--- src/rtl/pipe_hazard_ctrl_if.sv ---
// Bundle between the pipeline datapath and the hazard controller:
// the ID-stage operand/destination info in, and the stall/flush controls and perf counters out.
interface pipe_hazard_ctrl_if #(
    parameter int CNT_W = 32
);
    logic             id_valid;
    logic [4:0]       id_rs1;
    logic [4:0]       id_rs2;
    logic             id_uses_rs1;
    logic             id_uses_rs2;
    logic [4:0]       id_rd;
    logic             id_writes_rd;
    logic             mem_branch_taken;

    logic             pc_hold;
    logic             if_id_hold;
    logic             id_ex_bubble;
    logic             if_id_flush;
    logic             id_ex_flush;
    logic             ex_mem_flush;
    logic [1:0]       hazard_stage;
    logic [CNT_W-1:0] stall_count;
    logic [CNT_W-1:0] flush_count;

    modport master (
        output id_valid, id_rs1, id_rs2, id_uses_rs1, id_uses_rs2,
               id_rd, id_writes_rd, mem_branch_taken,
        input  pc_hold, if_id_hold, id_ex_bubble, if_id_flush, id_ex_flush,
               ex_mem_flush, hazard_stage, stall_count, flush_count
    );

    modport slave (
        input  id_valid, id_rs1, id_rs2, id_uses_rs1, id_uses_rs2,
               id_rd, id_writes_rd, mem_branch_taken,
        output pc_hold, if_id_hold, id_ex_bubble, if_id_flush, id_ex_flush,
               ex_mem_flush, hazard_stage, stall_count, flush_count
    );
endinterface

--- src/rtl/pipe_hazard_ctrl.sv ---
// RAW interlock and taken-branch flush controller for a 5-stage in-order pipeline,
// built on a 3-entry destination-register scoreboard (EX, MEM, WB).
module pipe_hazard_ctrl #(
    parameter int WB_BYPASS = 0,
    parameter int CNT_W     = 32
) (
    input  logic              clk,
    input  logic              reset,
    pipe_hazard_ctrl_if.slave bus
);
    localparam logic [1:0] ST_RUN   = 2'd0;
    localparam logic [1:0] ST_STALL = 2'd1;
    localparam logic [1:0] ST_FLUSH = 2'd2;

    // Index 0 = EX (youngest), 1 = MEM, 2 = WB.
    logic [2:0] sb_v_reg;
    logic [4:0] sb_rd_reg [3];

    logic [CNT_W-1:0] stall_count_reg;
    logic [CNT_W-1:0] flush_count_reg;

    logic [2:0] match_rs1;
    logic [2:0] match_rs2;
    logic [2:0] hit;
    logic       hazard;
    logic [1:0] state_next;
    logic [1:0] stage_next;

    generate
        for (genvar gi = 0; gi < 3; gi++) begin : g_match
            // A write-first regfile makes the WB writer visible to ID, so it never blocks.
            localparam bit EXCLUDED = (gi == 2) && (WB_BYPASS != 0);
            assign match_rs1[gi] = !EXCLUDED && sb_v_reg[gi] &&
                                   (sb_rd_reg[gi] == bus.id_rs1) && (bus.id_rs1 != 5'd0);
            assign match_rs2[gi] = !EXCLUDED && sb_v_reg[gi] &&
                                   (sb_rd_reg[gi] == bus.id_rs2) && (bus.id_rs2 != 5'd0);
            assign hit[gi] = (bus.id_uses_rs1 && match_rs1[gi]) ||
                             (bus.id_uses_rs2 && match_rs2[gi]);
        end
    endgenerate

    assign hazard = bus.id_valid && (hit != 3'b000);

    always_comb begin
        state_next = ST_RUN;
        if (!reset) begin
            if (bus.mem_branch_taken) begin
                state_next = ST_FLUSH;
            end else if (hazard) begin
                state_next = ST_STALL;
            end
        end
    end

    always_comb begin
        stage_next = 2'd0;
        if (!reset && hazard) begin
            if (hit[0]) begin
                stage_next = 2'd1;
            end else if (hit[1]) begin
                stage_next = 2'd2;
            end else begin
                stage_next = 2'd3;
            end
        end
    end

    assign bus.pc_hold      = (state_next == ST_STALL);
    assign bus.if_id_hold   = (state_next == ST_STALL);
    assign bus.id_ex_bubble = (state_next == ST_STALL);
    assign bus.if_id_flush  = (state_next == ST_FLUSH);
    assign bus.id_ex_flush  = (state_next == ST_FLUSH);
    assign bus.ex_mem_flush = (state_next == ST_FLUSH);
    assign bus.hazard_stage = stage_next;
    assign bus.stall_count  = stall_count_reg;
    assign bus.flush_count  = flush_count_reg;

    always_ff @(posedge clk) begin
        if (reset) begin
            sb_v_reg        <= 3'b000;
            sb_rd_reg[0]    <= 5'd0;
            sb_rd_reg[1]    <= 5'd0;
            sb_rd_reg[2]    <= 5'd0;
            stall_count_reg <= '0;
            flush_count_reg <= '0;
        end else begin
            sb_v_reg[2]  <= sb_v_reg[1];
            sb_rd_reg[2] <= sb_rd_reg[1];
            // A flush kills the instruction leaving EX, so it never reaches MEM.
            sb_v_reg[1]  <= (state_next == ST_FLUSH) ? 1'b0 : sb_v_reg[0];
            sb_rd_reg[1] <= sb_rd_reg[0];
            sb_v_reg[0]  <= (state_next == ST_RUN) &&
                            bus.id_valid && bus.id_writes_rd && (bus.id_rd != 5'd0);
            sb_rd_reg[0] <= bus.id_rd;
            if (state_next == ST_STALL) begin
                stall_count_reg <= stall_count_reg + 1'b1;
            end
            if (state_next == ST_FLUSH) begin
                flush_count_reg <= flush_count_reg + 1'b1;
            end
        end
    end
endmodule

--- src/flat_wrapper.sv ---
// flat-port wrapper written by rule: the top's interface ports become plain ports
module pipe_hazard_ctrl_flat 
#(
    parameter int WB_BYPASS = 0,
    parameter int CNT_W     = 32
)
  (clk, reset, bus_id_valid, bus_id_rs1, bus_id_rs2, bus_id_uses_rs1, bus_id_uses_rs2, bus_id_rd, bus_id_writes_rd, bus_mem_branch_taken, bus_pc_hold, bus_if_id_hold, bus_id_ex_bubble, bus_if_id_flush, bus_id_ex_flush, bus_ex_mem_flush, bus_hazard_stage, bus_stall_count, bus_flush_count);
  pipe_hazard_ctrl_if #(.CNT_W(CNT_W)) bus_i ();
  input  logic clk;
  input  logic reset;
  input wire logic [$bits(bus_i.id_valid)-1:0] bus_id_valid;
  input wire logic [$bits(bus_i.id_rs1)-1:0] bus_id_rs1;
  input wire logic [$bits(bus_i.id_rs2)-1:0] bus_id_rs2;
  input wire logic [$bits(bus_i.id_uses_rs1)-1:0] bus_id_uses_rs1;
  input wire logic [$bits(bus_i.id_uses_rs2)-1:0] bus_id_uses_rs2;
  input wire logic [$bits(bus_i.id_rd)-1:0] bus_id_rd;
  input wire logic [$bits(bus_i.id_writes_rd)-1:0] bus_id_writes_rd;
  input wire logic [$bits(bus_i.mem_branch_taken)-1:0] bus_mem_branch_taken;
  output wire logic [$bits(bus_i.pc_hold)-1:0] bus_pc_hold;
  output wire logic [$bits(bus_i.if_id_hold)-1:0] bus_if_id_hold;
  output wire logic [$bits(bus_i.id_ex_bubble)-1:0] bus_id_ex_bubble;
  output wire logic [$bits(bus_i.if_id_flush)-1:0] bus_if_id_flush;
  output wire logic [$bits(bus_i.id_ex_flush)-1:0] bus_id_ex_flush;
  output wire logic [$bits(bus_i.ex_mem_flush)-1:0] bus_ex_mem_flush;
  output wire logic [$bits(bus_i.hazard_stage)-1:0] bus_hazard_stage;
  output wire logic [$bits(bus_i.stall_count)-1:0] bus_stall_count;
  output wire logic [$bits(bus_i.flush_count)-1:0] bus_flush_count;
  assign bus_i.id_valid = bus_id_valid;
  assign bus_i.id_rs1 = bus_id_rs1;
  assign bus_i.id_rs2 = bus_id_rs2;
  assign bus_i.id_uses_rs1 = bus_id_uses_rs1;
  assign bus_i.id_uses_rs2 = bus_id_uses_rs2;
  assign bus_i.id_rd = bus_id_rd;
  assign bus_i.id_writes_rd = bus_id_writes_rd;
  assign bus_i.mem_branch_taken = bus_mem_branch_taken;
  assign bus_pc_hold = bus_i.pc_hold;
  assign bus_if_id_hold = bus_i.if_id_hold;
  assign bus_id_ex_bubble = bus_i.id_ex_bubble;
  assign bus_if_id_flush = bus_i.if_id_flush;
  assign bus_id_ex_flush = bus_i.id_ex_flush;
  assign bus_ex_mem_flush = bus_i.ex_mem_flush;
  assign bus_hazard_stage = bus_i.hazard_stage;
  assign bus_stall_count = bus_i.stall_count;
  assign bus_flush_count = bus_i.flush_count;
  pipe_hazard_ctrl #(.WB_BYPASS(WB_BYPASS), .CNT_W(CNT_W)) u_core (.clk(clk), .reset(reset), .bus(bus_i));
endmodule
--- config.mk ---
export PLATFORM = sky130hd
export DESIGN_NAME = pipe_hazard_ctrl_flat
export DESIGN_NICKNAME = d
export VERILOG_FILES = /design/src/rtl/pipe_hazard_ctrl_if.sv /design/src/rtl/pipe_hazard_ctrl.sv /design/src/flat_wrapper.sv
export SDC_FILE = /design/constraint.sdc
export NUM_CORES = 1
export LEC_CHECK = 0
export CAP_MARGIN = 5
export CORE_MARGIN = 2
export CORE_UTILIZATION = 35
export DETAILED_ROUTE_END_ITERATION = 7
export PLACE_DENSITY = 0.59
export SLEW_MARGIN = 10
export SYNTH_ARGS = -nofsm -noshare
export SYNTH_HDL_FRONTEND = slang
export SYNTH_SLANG_ARGS = --single-unit
--- constraint.sdc ---
create_clock -name clk -period 2.65 [get_ports clk]
set_input_delay 0.53 -clock clk [delete_from_list [all_inputs] [get_ports clk]]
set_output_delay 0.53 -clock clk [all_outputs]
set_load 0.02 [all_outputs]
== Word level (Yosys, flattened, before mapping) ==
Memories as Yosys holds them, arrays and structs flattened.
Cells that the tools add are included.
Storage, ports and cells
  flip-flop bits (word level): 67
  RAM bits: 15
  input port bits: 22
  output and inout bits: 72
  logic and storage cells: 63
  memories: 1
Cells by class
  $add $sub $neg: 2
  equality and inequality tests: 8
  multiplexer cells: 12
  bitwise operators: 3
  reductions and logical operators: 33
Memory list
  u_core.sb_rd_reg: depth 3, bits a word 5, read ports 3, clocked after Yosys merged registers in 0, wr ports 3, line pipe_hazard_ctrl.sv:17  | logic [4:0] sb_rd_reg [3];
Operator list (number)
  32-bit by 1-bit adder with 32-bit output, second input constant: 2
  5-bit equality test: 6
  1-bit logical AND: 23
  5-bit two-way mux: 3
  5-bit nonzero test: 3
  2-bit two-way mux: 4
  1-bit two-way mux: 5
  1-bit logical OR: 3
  1-bit bitwise OR: 3
  3-bit nonzero test: 1
  2-bit by 1-bit equality test with 1-bit output, second input constant: 1
  2-bit equality test, second input constant: 1
  2-bit logical NOT: 1
  2-bit OR reduction: 1
  1-bit logical NOT: 1

== Longest topological paths before layout ==
An unclocked memory read counts as a cell.
  depth in word-level cells: 15
  gate-level depth with buffers: 9
  depth with buffers taken out: 7

== Worst setup path after synthesis ==
Ideal clock, no wire load.
  path type: input -> output
  start point: input port bus_id_rs2[1]
  end point: output port bus_if_id_hold
  data arrival time: 2.162 ns
  data required time: 2.120 ns
  path slack: -0.042 ns
  stages on the path: 7
  path buffers: 2
  cells stage by stage: or4_1 o21a_2 a32o_2 nor3_4 buf_6 nor3_4 buf_4
On the way
  word-level cells in the longest chain between the ends: 11
  elaborated cells on any way between the ends: 22
  classes of those cells: eq/ne (4); mux (3); reduce/logical (15)
RTL lines
  start, declared: line flat_wrapper.sv:13  | input wire logic [$bits(bus_i.id_rs2)-1:0] bus_id_rs2;
  5-bit equality test: line pipe_hazard_ctrl.sv:36  | (sb_rd_reg[gi] == bus.id_rs2) && (bus.id_rs2 != 5'd0);
  1-bit logical AND: line pipe_hazard_ctrl.sv:35  | assign match_rs2[gi] = !EXCLUDED && sb_v_reg[gi] &&
  1-bit logical AND: line pipe_hazard_ctrl.sv:36
  1-bit logical AND: line pipe_hazard_ctrl.sv:38  | (bus.id_uses_rs2 && match_rs2[gi]);
  1-bit logical OR: line pipe_hazard_ctrl.sv:37  | assign hit[gi] = (bus.id_uses_rs1 && match_rs1[gi]) ||
  3-bit nonzero test (*): line pipe_hazard_ctrl.sv:42  | assign hazard = bus.id_valid && (hit != 3'b000);
  1-bit logical AND (*): line pipe_hazard_ctrl.sv:42
  1-bit two-way mux (*): line pipe_hazard_ctrl.sv:49  | end else if (hazard) begin
  2-bit two-way mux (*): line pipe_hazard_ctrl.sv:47  | if (bus.mem_branch_taken) begin
  2-bit two-way mux (*): line pipe_hazard_ctrl.sv:46  | if (!reset) begin
  2-bit by 1-bit equality test with 1-bit output (*)
  end, declared: line flat_wrapper.sv:20  | output wire logic [$bits(bus_i.if_id_hold)-1:0] bus_if_id_hold;
Mark *: on every way between the ends. The rest lies on a longest branch, timed or not.

== Worst setup path after layout ==
  start point: input port bus_id_rs2[2]
  end point: output port bus_hazard_stage[0]
On the way
  word-level cells in the longest chain between the ends: 9
  elaborated cells on any way between the ends: 22
  classes of those cells: eq/ne (3); mux (3); reduce/logical (16)
RTL lines
  5-bit equality test: line pipe_hazard_ctrl.sv:36
  1-bit logical AND: line pipe_hazard_ctrl.sv:35
  1-bit logical AND: line pipe_hazard_ctrl.sv:36
  1-bit logical AND: line pipe_hazard_ctrl.sv:38
  1-bit logical OR: line pipe_hazard_ctrl.sv:37
  3-bit nonzero test: line pipe_hazard_ctrl.sv:42
  1-bit logical AND: line pipe_hazard_ctrl.sv:42
  1-bit logical AND: line pipe_hazard_ctrl.sv:57  | if (!reset && hazard) begin
  2-bit two-way mux (*): line pipe_hazard_ctrl.sv:57
  end, declared: line flat_wrapper.sv:25  | output wire logic [$bits(bus_i.hazard_stage)-1:0] bus_hazard_stage;
Marked as above.

==> results_dict.tcl <==
set metrics [dict create \
    status "complete, but fails checks" \
    violations "setup timing" \
    synth_edf_count 0 \
    hp-class "reg -> reg" \
    synth-async-reset-ratio_pct 0 \
    cp_cell_sequence "buf_6, or4_4, o21a_4, a32o_2, buf_4, a21oi_2, nor2_1, buf_4" \
    crit_family "simple AND/OR/NAND/NOR gates" \
    syn_to_final_growth_pct 40.19 \
    worstPathArrival_ns 2.16 \
    clkTransAtPathRegs_ns 0.06 \
    power_density_nw_per_um2 460.7 \
    yosys_warnings 0 \
    vdd_drop_max_mv 0.3230 \
    rsz0062_at_grt "true" \
    yosysSeqAreaShare_pct 40.91 \
    synth.ff_latch_count 82 \
    crit_buf_inv 3 \
    wirelength_um 10480 \
    cts_hold_buf 0 \
    worstPathMaxFanout 6 \
    vias 3687 \
    dp_hpwl_um 7668 \
    vias_per_cell 5.079 \
    critPathMostFrequentCell "buf_4" \
    cts_tree "built" \
    num_rows 39 \
    die_w_um 111.1 \
    portBuffers 93 \
    power.leakage_nw 1.997 \
    numCtsBuffers 9 \
    final_cell_area_sq_um 5625 \
    synth_top_area_share_pct 40.91 \
    grt_use_total_pct 17.16 \
    syn_area_per_cell_sq_um 8.957 \
    tightest_slew_ns 0.5753 \
    timing.critical_path.to_type "output port" \
    swShare_pct 22.33 \
    critPathSlowestCell "or4_4" \
    start_kind "input port" \
    grt_max_degree 54 \
    cp_slowest_stage_delay_ns 0.55 \
    diodes 0 \
    drive_above_1_share_pct 16.47 \
    setup_ws_ns -0.04113 \
    pre_cts_ws_ns -0.8861 \
    routedWlPerCell_um 14.44 \
    maxClockFrequency_mhz 371.6 \
    p_int_mw 2.013 \
    root_buffer "clkbuf_16" \
    fin_skew_ns 0.005975 \
    p_comb_share_pct 6.6 \
    remaining_drc_errors 0 \
    slew_headroom_pct 61.64 \
    cts.sinks 82 \
    synth_cell_types 50 \
    netlist_top_cells_count "dfxtp_1, nor2_1, xor2_1, nand2_1, a21oi_1" \
    core_area_sq_um 11320 \
    drtAntennaViolNets 0 \
    cts_buffer_depth 2 \
    grt_pass1_vias 3630 \
    clock_latency_ns 0.33 \
    n_fill_cell 1106 \
    htree_num_levels 3 \
    grt-ovfl-total 0 \
    critPathRequiredTime_ns 2.12 \
    die_y_um 111.1 \
    ys_top_cells_by_area "dfxtp_1, xor2_1, xnor2_1, nor2_1, a21oi_1" \
    finalCritPeriodShare_pct 101.6 \
    power_frac_clock_pct 44.8 \
    pwr-share-seq_pct 48.6 \
    syn_area_sq_um 4013 \
    drv_slew 0 \
    gp_congestion 0.8745 \
    drt-initial-drc-count 169 \
    setup_viol 5 \
    max_cap_violations 0 \
    layout_min_cycle_time_ns 2.691 \
    pin_count 94 \
    p_switching_uw 578.7 \
    synthCells 448 \
    fin_nets 603 \
    synthesis.nets 472 \
    antenna_found_initial 0 \
    first_pass_iters 4 \
    hold_violations 0 \
    die_area_sq_um 12340 \
    critPathKind "in -> out" \
    postPlaceCellArea_sq_um 5336 \
    grt_pass1_wl_um 17550 \
    yosysMostFrequentCell "dfxtp_1" \
    yosysTopAreaCell "dfxtp_1" \
    fin_hold_ws_ns 0.4740 \
    synth-main-ff-cell "dfxtp_1" \
    initial_core_util_pct 35.44 \
]
-- layout make-up --
type | instances | area (sq um) | share of cell area (%)
timing repair buffer | 142 | 1267 | 22.53
sequential | 82 | 1643 | 29.20
multi-input combinational | 337 | 2237 | 39.77
clock buffer | 13 | 260.3 | 4.626
clock inverter | 2 | 12.51 | 0.2224
inverter | 7 | 26.28 | 0.4671
tap | 143 | 178.9 | 3.181
-- power by group through the flow --
| stage | Clock, mW | Sequential [mW] | Combinational, mW |
|---|---|---|---|
| floorplan | 0 | 1.29 | 0.0765 |
| global placement | 0 | 1.29 | 0.169 |
| detailed placement | 0 | 1.29 | 0.171 |
| CTS | 1.19 | 1.26 | 0.168 |
| global route | 1.24 | 1.26 | 0.186 |
| finish | 1.16 | 1.26 | 0.171 |
-- per-stage QoR --
stage               utilization, %  total power [mW]  setup TNS, ns  instances
floorplan                        -             1.364       -0.02264        448
global placement             47.14             1.456         -14.33        709
detailed placement           47.14             1.458         -15.09        709
CTS                          49.43             2.621        -0.1792        726
global route                 49.69             2.689        -0.5664        726
finish                       49.69             2.591        -0.1735        726
-- layer usage --
layer | share of wire [%] | global-route usage (%) | vias up
met5 | 0 | 0 | -
met4 | 1.0 | 5.350 | 0
met3 | 6.0 | 5.303 | 8
met2 | 46 | 27.69 | 87
met1 | 47 | 22.07 | 1724
li1 | - | - | 1868
-- worst paths after layout --
| check | start | end | slack, ns | cells past startpoint |
|---|---|---|---|---|
| setup / recovery | bus_id_rs2[2] | bus_hazard_stage[0] | -0.04 | 8 |
| hold / removal | u_core.bus.stall_count[31] | u_core.bus.stall_count[31] | 0.47 | 1 |
| setup reg to reg | u_core.sb_rd_reg[0][4] | u_core.bus.stall_count[17] | 0.37 | 8 |
| hold reg to reg | u_core.bus.stall_count[31] | u_core.bus.stall_count[31] | 0.47 | 1 |
-- cell usage in the layout (no fill, tap or decap), types with 7 or more instances in the layout --
master / netlist / layout
a21oi_1: 28 / 27
and3_1: 12 / 12
buf_2: 2 / 8
buf_4: 6 / 49
buf_6: 2 / 7
clkbuf_16: 0 / 9
clkdlybuf4s50_1: 0 / 76
dfxtp_1: 82 / 81
inv_1: 7 / 7
nand2_1: 31 / 31
nand3_1: 16 / 16
nand4_1: 12 / 12
nor2_1: 44 / 44
nor2b_1: 20 / 20
o21ai_0: 12 / 12
o31ai_1: 13 / 13
or3_1: 13 / 13
or4_1: 13 / 12
xnor2_1: 22 / 22
xor2_1: 40 / 40
-- what timing repair did --
item,CTS,global route
endpoints found under the setup margin,26,8
endpoints found under the hold margin,0,0
pin swaps,13,9
setup buffers,2,0
gates resized for setup,71,8
-- logic make-up (layout without fill, tap and decap cells) --
logic type / Yosys count / after routing / synth area share [%]
adders and majority gates: 2 / 2 / 0.6235
DFF: 82 / 82 / 40.91
and+or+nand+nor: 196 / 196 / 27.35
buffers and inverters: 29 / 164 / 3.991
xor gates and xnor gates: 62 / 62 / 13.53
muxes: 5 / 5 / 1.497
AOI/OAI and AO/OA: 72 / 72 / 12.10
No activity file was read; power rests on OpenSTA's default activity.
